`src/rtl/csr_access_if.sv`:
```
// Request, response and CSR register-file signals of the CSR access unit.
// The slave modport is the unit itself; master is the surrounding pipeline.
interface csr_access_if;
    // request from decode
    logic        req_valid;
    logic        req_ready;
    logic [2:0]  funct3;
    logic [11:0] csr_addr_in;
    logic [63:0] rs1_data;
    logic [4:0]  rs1_idx;
    logic [4:0]  rd;
    logic [63:0] pc;
    logic [1:0]  priv_lvl;

    // CSR register file
    logic        csr_we;
    logic [11:0] csr_addr;
    logic [63:0] csr_wdata;
    logic [63:0] csr_rdata;
    logic        csr_illegal;

    // response to writeback / trap logic
    logic        rsp_valid;
    logic        rsp_ready;
    logic [4:0]  rsp_rd;
    logic        rsp_rd_we;
    logic [63:0] rsp_data;
    logic        rsp_exc;
    logic [63:0] rsp_cause;
    logic [63:0] rsp_tval;
    logic [63:0] rsp_epc;

    modport slave (
        input  req_valid, funct3, csr_addr_in, rs1_data, rs1_idx, rd, pc, priv_lvl,
        output req_ready,
        output csr_we, csr_addr, csr_wdata,
        input  csr_rdata, csr_illegal,
        output rsp_valid, rsp_rd, rsp_rd_we, rsp_data, rsp_exc, rsp_cause, rsp_tval, rsp_epc,
        input  rsp_ready
    );

    modport master (
        output req_valid, funct3, csr_addr_in, rs1_data, rs1_idx, rd, pc, priv_lvl,
        input  req_ready,
        input  csr_we, csr_addr, csr_wdata,
        output csr_rdata, csr_illegal,
        input  rsp_valid, rsp_rd, rsp_rd_we, rsp_data, rsp_exc, rsp_cause, rsp_tval, rsp_epc,
        output rsp_ready
    );
endinterface

```
`src/rtl/csr_access_unit.sv`:
```
// Sequences one Zicsr instruction: read the CSR, optionally write it, then respond.
// Define CSR_ACCESS_RO_CHECK_EN to trap writes to read-only CSRs (addr[11:10]==2'b11).
module csr_access_unit (
    input  logic         clk,
    input  logic         reset,
    csr_access_if.slave  bus
);

    typedef enum logic [1:0] {
        IDLE  = 2'd0,
        READ  = 2'd1,
        WRITE = 2'd2,
        RESP  = 2'd3
    } state_t;

    state_t state_reg, state_next;

    logic [2:0]  funct3_reg;
    logic [11:0] addr_reg;
    logic [63:0] rs1_data_reg;
    logic [4:0]  rs1_idx_reg;
    logic [4:0]  rd_reg;
    logic [63:0] pc_reg;
    logic [1:0]  priv_reg;
    logic [63:0] old_val_reg;
    logic [63:0] new_val_reg;
    logic        exc_reg;
    logic        rd_we_reg;

    logic        accept;
    logic        is_imm;
    logic [1:0]  op_kind;
    logic        op_legal;
    logic [63:0] operand;
    logic [63:0] set_val;
    logic [63:0] clr_val;
    logic [63:0] new_val;
    logic        write_req;
    logic        priv_fault;
    logic        ro_fault;
    logic        exc;

    assign accept   = (state_reg == IDLE) && bus.req_valid;
    assign is_imm   = funct3_reg[2];
    assign op_kind  = funct3_reg[1:0];
    assign op_legal = (op_kind != 2'b00);
    assign operand  = is_imm ? {59'b0, rs1_idx_reg} : rs1_data_reg;

    genvar gi;
    generate
        for (gi = 0; gi < 64; gi++) begin : g_bit
            assign set_val[gi] = bus.csr_rdata[gi] | operand[gi];
            assign clr_val[gi] = bus.csr_rdata[gi] & ~operand[gi];
        end
    endgenerate

    always_comb begin
        new_val = operand;
        case (op_kind)
            2'b10:   new_val = set_val;
            2'b11:   new_val = clr_val;
            default: new_val = operand;
        endcase
    end

    // Set/clear with x0 (or zimm 0) is a pure read and must not touch the CSR.
    assign write_req  = op_legal && ((op_kind == 2'b01) || (rs1_idx_reg != 5'd0));
    assign priv_fault = (addr_reg[9:8] > priv_reg);

`ifdef CSR_ACCESS_RO_CHECK_EN
    assign ro_fault = write_req && (addr_reg[11:10] == 2'b11);
`else
    assign ro_fault = 1'b0;
`endif

    assign exc = !op_legal || bus.csr_illegal || priv_fault || ro_fault;

    always_ff @(posedge clk) begin
        if (reset) begin
            state_reg <= IDLE;
        end else begin
            state_reg <= state_next;
        end
    end

    always_comb begin
        state_next = state_reg;
        case (state_reg)
            IDLE:    if (bus.req_valid) state_next = READ;
            READ:    state_next = (write_req && !exc) ? WRITE : RESP;
            WRITE:   state_next = RESP;
            RESP:    if (bus.rsp_ready) state_next = IDLE;
            default: state_next = IDLE;
        endcase
    end

    always_ff @(posedge clk) begin
        if (reset) begin
            funct3_reg   <= 3'd0;
            addr_reg     <= 12'd0;
            rs1_data_reg <= 64'd0;
            rs1_idx_reg  <= 5'd0;
            rd_reg       <= 5'd0;
            pc_reg       <= 64'd0;
            priv_reg     <= 2'd0;
            old_val_reg  <= 64'd0;
            new_val_reg  <= 64'd0;
            exc_reg      <= 1'b0;
            rd_we_reg    <= 1'b0;
        end else begin
            if (accept) begin
                funct3_reg   <= bus.funct3;
                addr_reg     <= bus.csr_addr_in;
                rs1_data_reg <= bus.rs1_data;
                rs1_idx_reg  <= bus.rs1_idx;
                rd_reg       <= bus.rd;
                pc_reg       <= bus.pc;
                priv_reg     <= bus.priv_lvl;
            end
            // Response fields are frozen after READ so they stay stable while RESP stalls.
            if (state_reg == READ) begin
                old_val_reg <= bus.csr_rdata;
                new_val_reg <= new_val;
                exc_reg     <= exc;
                rd_we_reg   <= (rd_reg != 5'd0) && !exc;
            end
        end
    end

    assign bus.req_ready = (state_reg == IDLE);
    assign bus.csr_we    = (state_reg == WRITE);
    assign bus.csr_addr  = addr_reg;
    assign bus.csr_wdata = new_val_reg;

    assign bus.rsp_valid = (state_reg == RESP);
    assign bus.rsp_rd    = rd_reg;
    assign bus.rsp_rd_we = rd_we_reg;
    assign bus.rsp_data  = old_val_reg;
    assign bus.rsp_exc   = exc_reg;
    assign bus.rsp_cause = exc_reg ? 64'd2 : 64'd0;
    assign bus.rsp_tval  = exc_reg ? {52'b0, addr_reg} : 64'd0;
    assign bus.rsp_epc   = pc_reg;

endmodule

```
`src/flat_wrapper.sv`:
```
// flat-port wrapper written by rule: the top's interface ports become plain ports
module csr_access_unit_flat 
  (clk, reset, bus_req_valid, bus_funct3, bus_csr_addr_in, bus_rs1_data, bus_rs1_idx, bus_rd, bus_pc, bus_priv_lvl, bus_req_ready, bus_csr_we, bus_csr_addr, bus_csr_wdata, bus_csr_rdata, bus_csr_illegal, bus_rsp_valid, bus_rsp_rd, bus_rsp_rd_we, bus_rsp_data, bus_rsp_exc, bus_rsp_cause, bus_rsp_tval, bus_rsp_epc, bus_rsp_ready);
  csr_access_if bus_i ();
  input  logic clk;
  input  logic reset;
  input wire logic [$bits(bus_i.req_valid)-1:0] bus_req_valid;
  input wire logic [$bits(bus_i.funct3)-1:0] bus_funct3;
  input wire logic [$bits(bus_i.csr_addr_in)-1:0] bus_csr_addr_in;
  input wire logic [$bits(bus_i.rs1_data)-1:0] bus_rs1_data;
  input wire logic [$bits(bus_i.rs1_idx)-1:0] bus_rs1_idx;
  input wire logic [$bits(bus_i.rd)-1:0] bus_rd;
  input wire logic [$bits(bus_i.pc)-1:0] bus_pc;
  input wire logic [$bits(bus_i.priv_lvl)-1:0] bus_priv_lvl;
  output wire logic [$bits(bus_i.req_ready)-1:0] bus_req_ready;
  output wire logic [$bits(bus_i.csr_we)-1:0] bus_csr_we;
  output wire logic [$bits(bus_i.csr_addr)-1:0] bus_csr_addr;
  output wire logic [$bits(bus_i.csr_wdata)-1:0] bus_csr_wdata;
  input wire logic [$bits(bus_i.csr_rdata)-1:0] bus_csr_rdata;
  input wire logic [$bits(bus_i.csr_illegal)-1:0] bus_csr_illegal;
  output wire logic [$bits(bus_i.rsp_valid)-1:0] bus_rsp_valid;
  output wire logic [$bits(bus_i.rsp_rd)-1:0] bus_rsp_rd;
  output wire logic [$bits(bus_i.rsp_rd_we)-1:0] bus_rsp_rd_we;
  output wire logic [$bits(bus_i.rsp_data)-1:0] bus_rsp_data;
  output wire logic [$bits(bus_i.rsp_exc)-1:0] bus_rsp_exc;
  output wire logic [$bits(bus_i.rsp_cause)-1:0] bus_rsp_cause;
  output wire logic [$bits(bus_i.rsp_tval)-1:0] bus_rsp_tval;
  output wire logic [$bits(bus_i.rsp_epc)-1:0] bus_rsp_epc;
  input wire logic [$bits(bus_i.rsp_ready)-1:0] bus_rsp_ready;
  assign bus_i.req_valid = bus_req_valid;
  assign bus_i.funct3 = bus_funct3;
  assign bus_i.csr_addr_in = bus_csr_addr_in;
  assign bus_i.rs1_data = bus_rs1_data;
  assign bus_i.rs1_idx = bus_rs1_idx;
  assign bus_i.rd = bus_rd;
  assign bus_i.pc = bus_pc;
  assign bus_i.priv_lvl = bus_priv_lvl;
  assign bus_req_ready = bus_i.req_ready;
  assign bus_csr_we = bus_i.csr_we;
  assign bus_csr_addr = bus_i.csr_addr;
  assign bus_csr_wdata = bus_i.csr_wdata;
  assign bus_i.csr_rdata = bus_csr_rdata;
  assign bus_i.csr_illegal = bus_csr_illegal;
  assign bus_rsp_valid = bus_i.rsp_valid;
  assign bus_rsp_rd = bus_i.rsp_rd;
  assign bus_rsp_rd_we = bus_i.rsp_rd_we;
  assign bus_rsp_data = bus_i.rsp_data;
  assign bus_rsp_exc = bus_i.rsp_exc;
  assign bus_rsp_cause = bus_i.rsp_cause;
  assign bus_rsp_tval = bus_i.rsp_tval;
  assign bus_rsp_epc = bus_i.rsp_epc;
  assign bus_i.rsp_ready = bus_rsp_ready;
  csr_access_unit u_core (.clk(clk), .reset(reset), .bus(bus_i));
endmodule
```
`config.mk`:
```
export PLATFORM = sky130hd
export DESIGN_NAME = csr_access_unit_flat
export DESIGN_NICKNAME = d
export VERILOG_FILES = /design/src/rtl/csr_access_if.sv /design/src/rtl/csr_access_unit.sv /design/src/flat_wrapper.sv
export SDC_FILE = /design/constraint.sdc
export NUM_CORES = 1
export LEC_CHECK = 0
export BUFFER_PORTS_ARGS = -buffer_cell sky130_fd_sc_hd__buf_2
export CAP_MARGIN = 20
export CORE_AREA = 2 2 223 225
export DETAILED_ROUTE_END_ITERATION = 8
export DIE_AREA = 0 0 225 227
export PLACE_DENSITY = 0.57
export SETUP_SLACK_MARGIN = 0.3
export SYNTH_ARGS = -nofsm -noshare
export SYNTH_HDL_FRONTEND = slang
export SYNTH_SLANG_ARGS = --single-unit
```
`constraint.sdc`:
```
create_clock -name clk -period 1.9 [get_ports clk]
set_input_delay 0.095 -clock clk [delete_from_list [all_inputs] [get_ports clk]]
set_output_delay 0.095 -clock clk [all_outputs]
set_load 0.01 [all_outputs]
```
After elaboration in Yosys (flattened, before gate mapping)

Index checks and enable logic that the tools add are counted.

Register bits after elaboration: 287
Bits in latches: 0
RAM bits: 0
Memory bits (read-only): 0
Output and inout bits: 342
Logic and storage cells: 235
Memories kept: 0

$add $sub $neg: 0
$mul: 0
Div/mod/pow operators: 0
$lt $le $gt $ge: 1
Equal/unequal tests: 8
Shifts and indexed selects: 0
Mux-type cells: 8
Bitwise operators: 192
Reductions and logical operators: 14

Operator list:

| operator                                                        | number |
|---|---|
| 64-bit one-hot mux with 2 select lines                          | 1 |
| 1-bit AND                                                       | 64 |
| 64-bit two-way mux                                              | 1 |
| 1-bit NOT                                                       | 64 |
| 1-bit OR                                                        | 64 |
| 12-bit two-way mux                                              | 1 |
| 5-bit nonzero test                                              | 2 |
| 2-bit == test, second input constant                            | 4 |
| 2-bit one-hot mux with 4 select lines                           | 1 |
| 2-bit two-way mux                                               | 3 |
| 2-bit by 1-bit == test with 1-bit output, second input constant | 2 |
| 1-bit logical AND                                               | 4 |
| 1-bit logical OR                                                | 3 |
| 2-bit greater-than comparator                                   | 1 |
| 1-bit zero test                                                 | 2 |
| 2-bit zero test                                                 | 1 |
| 2-bit by 1-bit != test with 1-bit output, second input constant | 1 |
| 2-bit != test, second input constant                            | 1 |
| 2-bit AND reduction                                             | 1 |
| 2-bit nonzero test                                              | 1 |
| 1-bit two-way mux                                               | 1 |

Longest topological paths before layout

Gate-level depths: netlist of run 1.

Depth in word-level cells: 8
Mapped depth: 9

Worst setup path after synthesis of run 1

No wires, ideal clock.

Kind: flip-flop to flip-flop
Start: register u_core.state_reg[1]
End: register u_core.new_val_reg[14], in the netlist u_core.bus.csr_wdata[14]
Library setup time: 0.132 ns
Data arrival time: 1.479 ns
Slack: 0.289 ns
Cell stages (with the launch flop): 10
Path through: dfxtp_1 > inv_1 > ha_1 > buf_4 > and2_1 > buf_6 > buf_6 > a22oi_1 > a21o_1 > a21oi_1

Word-level cells in the longest chain between the ends: 1

RTL lines:

| element                                  | line                   | RTL |
|---|---|---|
| start: declaration                       | csr_access_unit.sv:16  | `state_t state_reg, state_next;` |
| start signal: assignment                 | csr_access_unit.sv:82  | `state_reg <= state_next;` |
| 2-bit by 1-bit == test with 1-bit output | csr_access_unit.sv:121 | `if (state_reg == READ) begin` |
| end signal: assignment                   | csr_access_unit.sv:123 | `new_val_reg <= new_val;` |
| end: declaration                         | csr_access_unit.sv:26  | `logic [63:0] new_val_reg;` |

No other way between the ends.
A chain may end at the register's enable or synchronous reset.

Final worst setup path of run 1

Start: register u_core.state_reg[1]
End: register u_core.new_val_reg[13], in the netlist u_core.bus.csr_wdata[13]

The elaborated chain is that of the path after synthesis.

==> results of run 1 <==
cell families (layout without fill, tap and decap cells):
| family | count (synthesis) | after routing | synth area share, % |
|---|---|---|---|
| DFF | 287 | 287 | 47.7 |
| AOI/OAI and AO/OA | 356 | 356 | 17.4 |
| and+or+nand+nor | 470 | 470 | 16.5 |
| buffers and inverters | 229 | 810 | 12.0 |
| adders and majority gates | 6 | 6 | 0.623 |
| muxes | 70 | 70 | 5.81 |
| other | 1 | 121 | 0.0311 |
power groups by stage:
stage / Clock [mW] / Sequential (mW) / Combinational, mW
final: 7.31 / 7.87 / 8.53
after global routing: 7.74 / 8.02 / 9.26
after CTS: 7.51 / 7.84 / 7.73
after detailed placement: 0 / 7.94 / 6.54
after global placement: 0 / 7.89 / 6.47
after floorplan: 0 / 8.16 / 3.90
synthesized netlist by cell type, types with 2 or more instances:
| cell type | instances | area share, % |
|---|---|---|
| dfxtp_1 | 287 | 48 |
| and2_1 | 14 | 0.73 |
| ha_1 | 6 | 0.62 |
| a21oi_1 | 222 | 9.2 |
| mux2i_1 | 70 | 5.8 |
| o22ai_1 | 5 | 0.26 |
| nor3_1 | 2 | 0.083 |
| buf_4 | 124 | 7.7 |
| nor2_1 | 70 | 2.2 |
| nand2b_1 | 65 | 3.4 |
| buf_6 | 11 | 1.0 |
| a31oi_1 | 5 | 0.26 |
| buf_2 | 28 | 1.2 |
| a21o_1 | 59 | 3.7 |
| inv_1 | 8 | 0.25 |
| o21ai_0 | 2 | 0.083 |
| buf_1 | 5 | 0.16 |
| nand2_1 | 314 | 9.8 |
| a22oi_1 | 59 | 3.7 |
| clkbuf_1 | 53 | 1.7 |
metrics by stage:
| step | cell area, um^2 | setup slack [ns] |
|---|---|---|
| floorplan | 12500 | 0.333 |
| global placement | 14600 | 0.137 |
| detailed placement | 14600 | 0.100 |
| CTS | 18500 | 0.188 |
| global route | 19200 | 0.189 |
| finish | 19200 | 0.256 |
placed cells by master, fill, tap and decap left out, types with 12 or more instances in the layout:
cell type and count:
a21o_1 59, a21oi_1 181, a21oi_2 41, a22oi_1 19, a22oi_2 40, and2_1 12, buf_12 18, buf_2 449
buf_4 20, clkbuf_16 44, conb_1 115, dfxtp_1 283, dlygate4sd3_1 221, mux2i_1 70, nand2_1 313, nand2b_1 65
nor2_1 70
worst min-delay path, stage by stage:
cell and delay, ns:
buf_2 0.08, o21ai_0 0.08, o21a_1 0.19, a21oi_1 0.14
per-layer routing:
metal | part of all wire, % | track usage (%) | up-vias
met5 | 0.034 | 0 | -
met4 | 2.9 | 6.30 | 2
met3 | 7.3 | 4.76 | 76
met2 | 49 | 29.3 | 464
met1 | 41 | 19.6 | 5577
li1 | - | - | 5856
worst max path at each step:
stage                                                        to  slack, ns
after floorplan           u_core.bus.csr_wdata[14]$_SDFFE_PP0P_       0.33
after detailed placement   u_core.rs1_data_reg[26]$_SDFFE_PP0P_       0.10
final                     u_core.bus.csr_wdata[13]$_SDFFE_PP0P_       0.26
after global placement     u_core.rs1_data_reg[26]$_SDFFE_PP0P_       0.14
after CTS                   u_core.bus.rsp_epc[60]$_SDFFE_PP0P_       0.19
after global routing       u_core.bus.csr_wdata[6]$_SDFFE_PP0P_       0.19
final cells by class:
| cell class | count | area [um^2] |
|---|---|---|
| antenna | 6 | 15.0 |
| clock buffer | 52 | 1090 |
| clock inverter | 12 | 178 |
| fill | 4804 | 29400 |
| inverter | 8 | 32.5 |
| multi-input combinational | 1017 | 5700 |
| sequential | 287 | 5760 |
| tap | 622 | 778 |
| timing repair buffer | 738 | 5610 |
timing repair:
action	in CTS	in global routing
endpoints found under the hold margin	246	0
hold buffers	221	0
setup endpoints to repair	267	258
cloned	9	7
buffers inserted	5	13
pin swaps	2	56
gates resized for setup	20	103
==> results.md, run 1 <==
- Grt ovf: 0
- Syn-to-layout area delta: 59.0%
- Die Wd: around 230 um
- WL final: 46.4 mm
- Worst path bufs/invs: 4
- Max VDD drop: between 600 and 700 uV
- Clock network latency to the later pin of the worst-skew pair: 0.54 ns
- Critical Path Sink Type: register
- Worst-path clk slew: 0.06 ns
- MaxCap Viol Count: 0
- Via count: around 12000
- Synth warnings: 0
- Post-synth EDFFs: 0
- Delay-heaviest family, CP: buffers and inverters
- Reg2reg start: u_core.state_reg[1]$_SDFFE_PP0P_
- Core area: 48500 um^2
- CTS tree: done
- Final period utilization: 86.5%
- Synth async-reset ratio: 0%
- Levels on crit path: 9
- Final setup fails: 0
- Sink Count: around 290
- Routed len/inst: approximately 17 um
- Setup CP Type: register to register
- Die area: 51100 um^2
- Chip Height: 227 um
- Most frequent cell on the critical path: buf_12
- #FFs+latches synth: 287
- Drt pass-1 iters: 5
- Post-synth cell types: 30
- Cell depth of the worst flop-to-flop path: 9
- Clock power share: 30.8%
- Drt drc: 0
- Utilization after layout: between 30 and 40%
- Pint: 15.7 mW
- Initial antenna violation count: 7
- Final hold vios: 0
- Status: finished, final reports clean
- Critical-path maximum fanout: 6
- Finished Layout Cells: 2742
- Syn Std Cell Area: 12100 um^2
- Critical Path RT: 2.37 ns
- CTS Root Cell: clkbuf_16
- Worst hold path class: input pin to register
- Num ports: 566
- Hold WS: 0.0893 ns
- Rows: 81
- Worst Hold Path EP: u_core.bus.rsp_exc$_SDFFE_PP0P_
- RSZ-0062 raised after global routing: yes
- Initial core utilization: 24.8%
- RR Endpoint: u_core.bus.csr_wdata[13]$_SDFFE_PP0P_
- Final net count: about 2300
- Final antenna-violating net count: 0
- Final clock skew: 0.0212 ns
- Total chip power: 23.7 mW
- Fin Setup TNS: 0 ns
- Largest net degree at the start of global routing: 65
- GR Util All Layers: 16.8%
- Layout cell share with drive strength beyond 1: 31.8%
- CP max stage cell: dfxtp_4
- Hpwl dp: ~29 mm
- H-Tree Level Count: 2
- Sequential share of power: approximately 33%
- Crit-path max cell delay: 0.36 ns
- Gate Count Post-Synth: approximately 1400
- Min cycle time layout: 1.64 ns
- CTS Buf Count: 36
- Dpl cells: 2417
- Mean Syn Cell Area: 8.49 um^2
- Logic gate share of total power: 36.0%
- Vias in the first global route: 11715
- Port-buffer cells: 450
- Hold_sp: bus_csr_illegal
- Reg2Reg Setup Slack: 0.26 ns
- Max-slew violations: 0
- Highest Clock Rate: 608 MHz
- Avg Vias per Cell: about 4.4
- Switch share: 33.9%
- Clk buf depth: 3
- Sequential fraction of the synthesis area: 47.7%
- Hold Crit Depth: 4
- Setup crit start: u_core.state_reg[1]$_SDFFE_PP0P_
- RePlAce Congestion: 0.805
- Cell Chain, Critical Path: inv_4, ha_4, nor2b_4, buf_12, buf_4, buf_12, a22oi_1, a21o_1, a21oi_2
- DR iter-0 viols: 515
- Main synth FF type: dfxtp_1
- Worst setup SP type: register
- Pwr dens: around 1200 nW/um^2
- Switching Power: 8.04 mW
- First-pass GRT wire length: 66.5 mm
- Worst EP arrival: about 2.1 ns
- P_leak: 8.42 nW
No activity file was read; power rests on OpenSTA's default activity.
==> run 2: changes to the inputs <==
--- a/config.mk
+++ b/config.mk
@@ -7,11 +7,12 @@
 export LEC_CHECK = 0
 export BUFFER_PORTS_ARGS = -buffer_cell sky130_fd_sc_hd__buf_2
 export CAP_MARGIN = 20
-export CORE_AREA = 2 2 223 225
+export CORE_AREA = 2 2 217 219
 export DETAILED_ROUTE_END_ITERATION = 8
-export DIE_AREA = 0 0 225 227
-export PLACE_DENSITY = 0.57
+export DIE_AREA = 0 0 219 221
+export PLACE_DENSITY = 0.59
 export SETUP_SLACK_MARGIN = 0.3
+export SKIP_LAST_GASP = 1
 export SYNTH_ARGS = -nofsm -noshare
 export SYNTH_HDL_FRONTEND = slang
 export SYNTH_SLANG_ARGS = --single-unit
==> run 2 against run 1 <==
Count of clock-buffer cells in the layout decreased by 2. Critical path depth fell by 2. Via count down 0.74%. Die area down 5.2%. Sequential cell count unchanged. Final cell count decreased by 2.0%. Clock skew is 0.0085 ns lower. Maximum frequency rose by 4.8%. Register-to-register slack improved by 0.08 ns. Non-clock buffer count fell by 33.
==> results.md, run 2 (synthesis gave the netlist of run 1 again) <==
- Status: finished, final reports clean
- Die Wd: 219 um (-2.7%)
- Final setup fails: 0 (unchanged)
- Syn-to-layout area delta: 51.0%
- CTS Buf Count: 35 (-2.8%)
- Max VDD drop: 665 uV (+5.8%)
- Routed len/inst: 16.1 um (-5.0%)
- Hpwl dp: 27.4 mm (-4.1%)
- Clk buf depth: 3 (unchanged)
- Pwr dens: 1210 nW/um^2 (-2.3%)
- CTS tree: done
- Port-buffer cells: 450 (unchanged)
- Largest net degree at the start of global routing: 83 (+28%)
- Critical-path maximum fanout: 15 (+9)
- RSZ-0062 raised after global routing: yes
- Drt pass-1 iters: 5 (unchanged)
- Via count: 11886 (-0.74%)
- Vias in the first global route: 11771 (+0.48%)
- Fill count: 4530 (-5.7%)
- Worst path bufs/invs: 2 (-2)
- Initial antenna violation count: 4 (-3)
- CTS Root Cell: clkbuf_16
- Fin Setup TNS: 0 ns (unchanged)
- Total chip power: 22.0 mW (-7.2%)
- Drt drc: 0 (unchanged)
- Most frequent cells in the layout: 449 x buf_2, 313 x nand2_1, 283 x dfxtp_1
- Delay-heaviest family, CP: flip-flops
- Final antenna-violating net count: 0 (unchanged)
- Core area: 46100 um^2 (-5.1%)
- First-pass GRT wire length: 65.0 mm (-2.2%)
- Final clock skew: 0.0127 ns (-0.00851 ns)
- Layout cell share with drive strength beyond 1: 26.7% (-5.1 points)
- Sink Count: 287 (unchanged)
- Die area: 48400 um^2 (-5.2%)
- Worst-Margin Slew: 0.589 ns
- RePlAce Congestion: 0.777 (-3.4%)
- Final hold vios: 0 (unchanged)
- H-Tree Level Count: 2 (unchanged)
- P_leak: 8.10 nW (-3.7%)
- Initial core utilization: 26.2% (+1.3 points)
- Highest Clock Rate: 638 MHz (+4.8%)
- Finished Layout Cells: 2687 (-2.0%)
- Avg Vias per Cell: 4.42 (+1.3%)
- Cell Chain, Critical Path: inv_4, ha_4, and2_4, bufbuf_16, a22oi_1, a21o_1, a21oi_1
- Rows: 79 (-2.5%)
- Worst-path clk slew: 0.06 ns (about the same)
- Worst setup SP type: register
- Grt ovf: 0 (unchanged)
- Critical Path Sink Type: register
- Setup CP Type: register to register
- MaxCap Viol Count: 0 (unchanged)
- Min cycle time layout: 1.57 ns (-0.0755 ns)
- WL final: 43.2 mm (-6.9%)
- Worst EP arrival: 2.00 ns (-0.12 ns)
- DR iter-0 viols: 639 (+24%)
- Chip Height: 221 um (-2.6%)
- Leading cell type in the layout, fill and taps excluded: buf_2
- Worst hold path class: input pin to register
- Critical Path RT: 2.33 ns (-0.04 ns)
- Final period utilization: 82.6% (-4.0 points)
- Relative slew slack: 60.7%
- Crit-path max cell delay: 0.38 ns (+0.02 ns)
- Final net count: 2285 (-1.4%)
- CP max stage cell: dfxtp_2
- Dpl cells: 2393 (-0.99%)
- Clock network latency to the later pin of the worst-skew pair: 0.54 ns (about the same)
- Num ports: 566 (unchanged)
- GR Util All Layers: 16.9% (+0.12 points)
- Max-slew violations: 0 (unchanged)
-- run 2: cell count changes in the layout (fill, tap and decap cells not counted), moves of 4 or more --
cell	previous run	this run
a22oi_1	19	59
a22oi_2	40	0
clkbuf_16	44	39
diode_2	6	2
buf_6	9	0
a21oi_1	181	222
a21oi_2	41	0
clkbuf_8	11	7
buf_4	20	8
buf_16	11	6
-- run 2: path summary, 6_finish.rpt --
kind                                                     startpoint                               endpoint  slack, ns  cells past startpoint
worst max-delay path               u_core.state_reg[1]$_SDFFE_PP0P_  u_core.bus.csr_wdata[55]$_SDFFE_PP0P_       0.33                      7
worst min-delay path                                  bus_req_valid     u_core.rs1_idx_reg[2]$_SDFFE_PP0P_       0.08                      4
worst max register to register     u_core.state_reg[1]$_SDFFE_PP0P_  u_core.bus.csr_wdata[55]$_SDFFE_PP0P_       0.33                      7
worst min register to register  u_core.bus.rsp_epc[53]$_SDFFE_PP0P_    u_core.bus.rsp_epc[53]$_SDFFE_PP0P_       0.45                      2
-- run 2: cell type report --
type                            count  area [um^2]  share of cell area (%)
Timing Repair Buffer              705         5130                    28.2
Clock buffer                       50         1020                    5.62
Clock inverter                     10          149                   0.818
Sequential cell                   287         5750                    31.6
Tap cell                          607          759                    4.17
Multi-Input combinational cell   1018         5350                    29.4
Antenna cell                        2         5.00                  0.0275
Inverter                            8         32.5                   0.179
-- run 2: power breakdown --
group / leakage (nW) / internal [mW] / switching [mW]
logic: 5.19 / 3.23 / 4.08
clock network: 0.569 / 4.16 / 2.67
registers: 2.35 / 7.12 / 0.727
-- run 2: what timing repair did --
item	CTS	global route
hold buffers	220	0
pin swaps	2	0
endpoints found under the setup margin	232	176
buffers inserted	5	0
resized for setup	12	7
endpoints found under the hold margin	238	0
cloned	4	3
-- run 2: metal layers --
metal  global-route usage, %  up-vias  part of all wire (%)
met3                    4.47       64                   7.2
li1                        -     5765                     -
met4                    5.86        2                   2.6
met5                       0        -                 0.030
met1                    20.2     5588                    42
met2                    29.1      467                    48
-- run 2: metrics by stage --
stage               util (%)  setup WS (ns)  hold slack [ns]  cell area, um^2
floorplan                  -          0.333            0.231            12500
global placement        31.5          0.167            0.335            14500
detailed placement      31.5          0.107            0.341            14500
CTS                     39.3          0.297           0.0450            18100
global route            39.5          0.261           0.0903            18200
finish                  39.5          0.332           0.0830            18200
-- run 2: tightest hold or removal path, cell delays in order --
cell and delay (ns):
buf_2 0.14, and2_2 0.21, nand2_1 0.07, a21oi_1 0.05
==> run 3: changes to the inputs <==
--- a/config.mk
+++ b/config.mk
@@ -10,7 +10,7 @@
 export CORE_AREA = 2 2 217 219
 export DETAILED_ROUTE_END_ITERATION = 8
 export DIE_AREA = 0 0 219 221
-export PLACE_DENSITY = 0.59
+export PLACE_DENSITY = 0.61
 export SETUP_SLACK_MARGIN = 0.3
 export SKIP_LAST_GASP = 1
 export SYNTH_ARGS = -nofsm -noshare
==> constraint.sdc (replaced) <==
create_clock -name clk -period 1.3 [get_ports clk]
set_input_delay 0.065 -clock clk [delete_from_list [all_inputs] [get_ports clk]]
set_output_delay 0.065 -clock clk [all_outputs]
set_load 0.01 [all_outputs]
==> run 3 against run 2 <==
The run now ends with negative hold slack, negative setup slack left. Count of clock-buffer cells in the layout shrank 8. Non-clock buffer count grew 150. Power grew 93%. First-iteration DRC count grew 41%. Routed wire length grew 35%. Clock power grew 29%. Sequential cell count is the same. Sequential power grew 52%. Register-to-register slack lost 0.63 ns. Core utilization grew 11 points. Largest power group is now combinational cells.
==> results.md, run 3 (synthesis gave the netlist of run 1 again) <==
- Status: finished with violations
- Failing checks: negative hold slack, negative setup slack
- Avg Vias per Cell: 4.77 (+7.7%)
- Hold_sp: reset
- Critical-path maximum fanout: 8 (-7)
- Hpwl dp: 28.1 mm (+2.8%)
- Cell Chain, Critical Path: inv_4, ha_4, and2_4, buf_12, buf_8, buf_16, nand2_4, a21oi_2
- RSZ-0062 raised after global routing: yes
- DRT met1 WL: 22.8 mm (+26%)
- GR Util All Layers: 21.1% (+4.2 points)
- Worst setup SP type: register
- Highest Clock Rate: 625 MHz (-1.9%)
- Worst Hold Path EP: u_core.bus.rsp_epc[44]$_SDFFE_PP0P_
- Largest net degree at the start of global routing: 57 (-31%)
- Setup CP Type: register to register
- DR iter-0 viols: 901 (+41%)
- Reg2reg start: u_core.state_reg[0]$_SDFFE_PP0P_
- Initial antenna violation count: 5 (+1)
- Fin worst setup slack: -0.300 ns (-0.631 ns)
- Final net count: 2432 (+6.4%)
- Met2 wire length: 28.8 mm (+38%)
- Cts-stage hold buffer count: 221 (+0.45%)
- First-pass GRT wire length: 78.7 mm (+21%)
- CP max stage cell: dfxtp_4
- Final clock skew: 0.0361 ns (+0.0234 ns)
- H-Tree Level Count: 1 (-1)
- Drt pass-1 iters: 5 (unchanged)
- Max-slew violations: 0 (unchanged)
- Routed wl met3: 3.89 mm (+25%)
- Hold Crit Depth: 2 (-2)
- Hold WS: -0.0780 ns (-0.161 ns)
- Fill count: 3811 (-16%)
- Final antenna-violating net count: 0 (unchanged)
- WL final: 58.2 mm (+35%)
- Leading cell type in the layout, fill and taps excluded: buf_2
- Layout cell share with drive strength beyond 1: 54.3% (+28 points)
- Critical Path Sink Type: register
- Drt drc: 0 (unchanged)
- Most frequent cells in the layout: 323 x buf_2, 221 x dlygate4sd3_1, 173 x dfxtp_1
- Vias in the first global route: 13517 (+15%)
- Relative slew slack: 64.3% (+3.6 points)
- CTS tree: done
- Max VDD drop: 1190 uV (+80%)
- Grt ovf: 0 (unchanged)
- Clk buf depth: 3 (unchanged)
- RR Endpoint: u_core.bus.rsp_epc[62]$_SDFFE_PP0P_
- Rows: 79 (unchanged)
- Initial core utilization: 26.2% (unchanged)
- Chip Height: 221 um (unchanged)
- Num ports: 566 (unchanged)
- Worst hold path class: input pin to register
- Final hold vios: 34 (+34)
- RePlAce Congestion: 0.825 (+6.1%)
- Cell depth of the worst flop-to-flop path: 8 (+1)
- Via count: 13503 (+14%)
- Top Layer Used: met5
- Reg2Reg Setup Slack: -0.30 ns (-0.63 ns)
- Port-buffer cells: 450 (unchanged)
- Die Wd: 219 um (unchanged)
- Worst path bufs/invs: 4 (+2)
- Routed len/inst: 20.5 um (+28%)
- Worst EP arrival: 2.11 ns (+0.11 ns)
- Crit-path max cell delay: 0.37 ns (about the same)
- Finished Layout Cells: 2833 (+5.4%)
- Total chip power: 42.4 mW (+93%)
- CTS Buf Count: 31 (-11%)
- Die area: 48400 um^2 (unchanged)
- Sink Count: 287 (unchanged)
- Delay-heaviest family, CP: buffers and inverters
- Pwr dens: 1810 nW/um^2 (+50%)
- MaxCap Viol Count: 0 (unchanged)
- Syn-to-layout area delta: 94.6%
- Final period utilization: 123% (+40 points)
- Clock network latency to the later pin of the worst-skew pair: 0.59 ns (+0.05 ns)
- Core area: 46100 um^2 (unchanged)
- CTS Root Cell: clkbuf_16
- Worst-path clk slew: 0.07 ns (about the same)
- P_leak: 10.3 nW (+27%)
- Min cycle time layout: 1.60 ns (+0.0311 ns)
- Worst-Margin Slew: 0.536 ns (-0.0537 ns)
- Critical Path RT: 1.81 ns (-0.52 ns)
- Dpl cells: 2415 (+0.92%)
- Final setup fails: 304 (+304)
==> run 3: changes by cell type in the layout (fill, tap and decap cells not counted), moves of 51 or more <==
cell	previous run	this run
nand2_1	313	136
a21oi_1	222	60
a21oi_2	0	161
buf_6	0	155
nand2_4	1	131
buf_2	449	323
dfxtp_1	283	173
dfxtp_2	4	106
buf_4	8	59
==> run 3: repair_timing <==
action / 4_1_cts / 5_1_grt
cloned: 47 / 4
gates resized for setup: 532 / 386
endpoints found under the hold margin: 286 / 33
setup buffers: 59 / 30
pin swaps: 162 / 123
endpoints found under the setup margin: 514 / 514
==> run 3: worst max-delay path by stage <==
stage | endpoint | from | cells past startpoint | slack [ns]
2_1_floorplan | u_core.bus.csr_wdata[15]$_SDFFE_PP0P_ | u_core.state_reg[1]$_SDFFE_PP0P_ | 9 | -0.19
3_3_place_gp | u_core.bus.rsp_epc[56]$_SDFFE_PP0P_ | u_core.state_reg[0]$_SDFFE_PP0P_ | 6 | -0.25
3_5_place_dp | u_core.bus.rsp_epc[56]$_SDFFE_PP0P_ | u_core.state_reg[0]$_SDFFE_PP0P_ | 6 | -0.36
4_1_cts | u_core.bus.csr_wdata[7]$_SDFFE_PP0P_ | u_core.state_reg[1]$_SDFFE_PP0P_ | 9 | -0.26
5_1_grt | u_core.bus.rsp_epc[62]$_SDFFE_PP0P_ | u_core.state_reg[0]$_SDFFE_PP0P_ | 8 | -0.35
6_report | u_core.bus.rsp_epc[62]$_SDFFE_PP0P_ | u_core.state_reg[0]$_SDFFE_PP0P_ | 8 | -0.30
==> run 3: stage by stage <==
stage	hold slack [ns]	setup WS [ns]	utilization (%)	TNS [ns]	cell area (um^2)
after global placement	0.305	-0.254	32.1	-42.81	14800
after global routing	-0.0743	-0.349	50.9	-67.70	23500
after floorplan	0.201	-0.193	-	-30.92	12600
after detailed placement	0.311	-0.359	32.1	-54.44	14800
final	-0.0780	-0.300	50.9	-48.83	23500
after CTS	-0.137	-0.264	47.0	-44.45	21600
==> run 3: layout make-up <==
class	instances	area, um^2	area share [%]
inverters	8	35.0	0.149
diodes	3	7.51	0.0320
well taps	607	759	3.24
multi-input cells	1019	7430	31.7
flip-flops and latches	287	5910	25.2
clock buffers	42	867	3.70
repair buffers	855	8330	35.5
clock inverters	12	119	0.507
==> run 3: layer usage <==
metal  vias up  global-route usage, %
met3       184                   3.96
met2       688                   37.4
li1       6098                      -
met4         4                   7.35
met1      6529                   25.2
met5         -                      0
==> run 3: report_power, final <==
part | total, mW | switching [mW] | leakage [nW] | internal (mW)
Clock | 8.85 | 3.82 | 0.486 | 5.03
Sequential | 11.9 | 1.32 | 2.40 | 10.6
Combinational | 21.7 | 10.2 | 7.43 | 11.5
Total | 42.4 | 15.4 | 10.3 | 27.1
==> run 3: worst register-to-register path, delay by kind of cell, from the launching register on <==
family | cells | cell delay, ns
buf+inv | 4 | 0.52
compound gates | 1 | 0.19
simple gates | 2 | 0.30
flops | 1 | 0.37
fa+ha+maj | 1 | 0.17
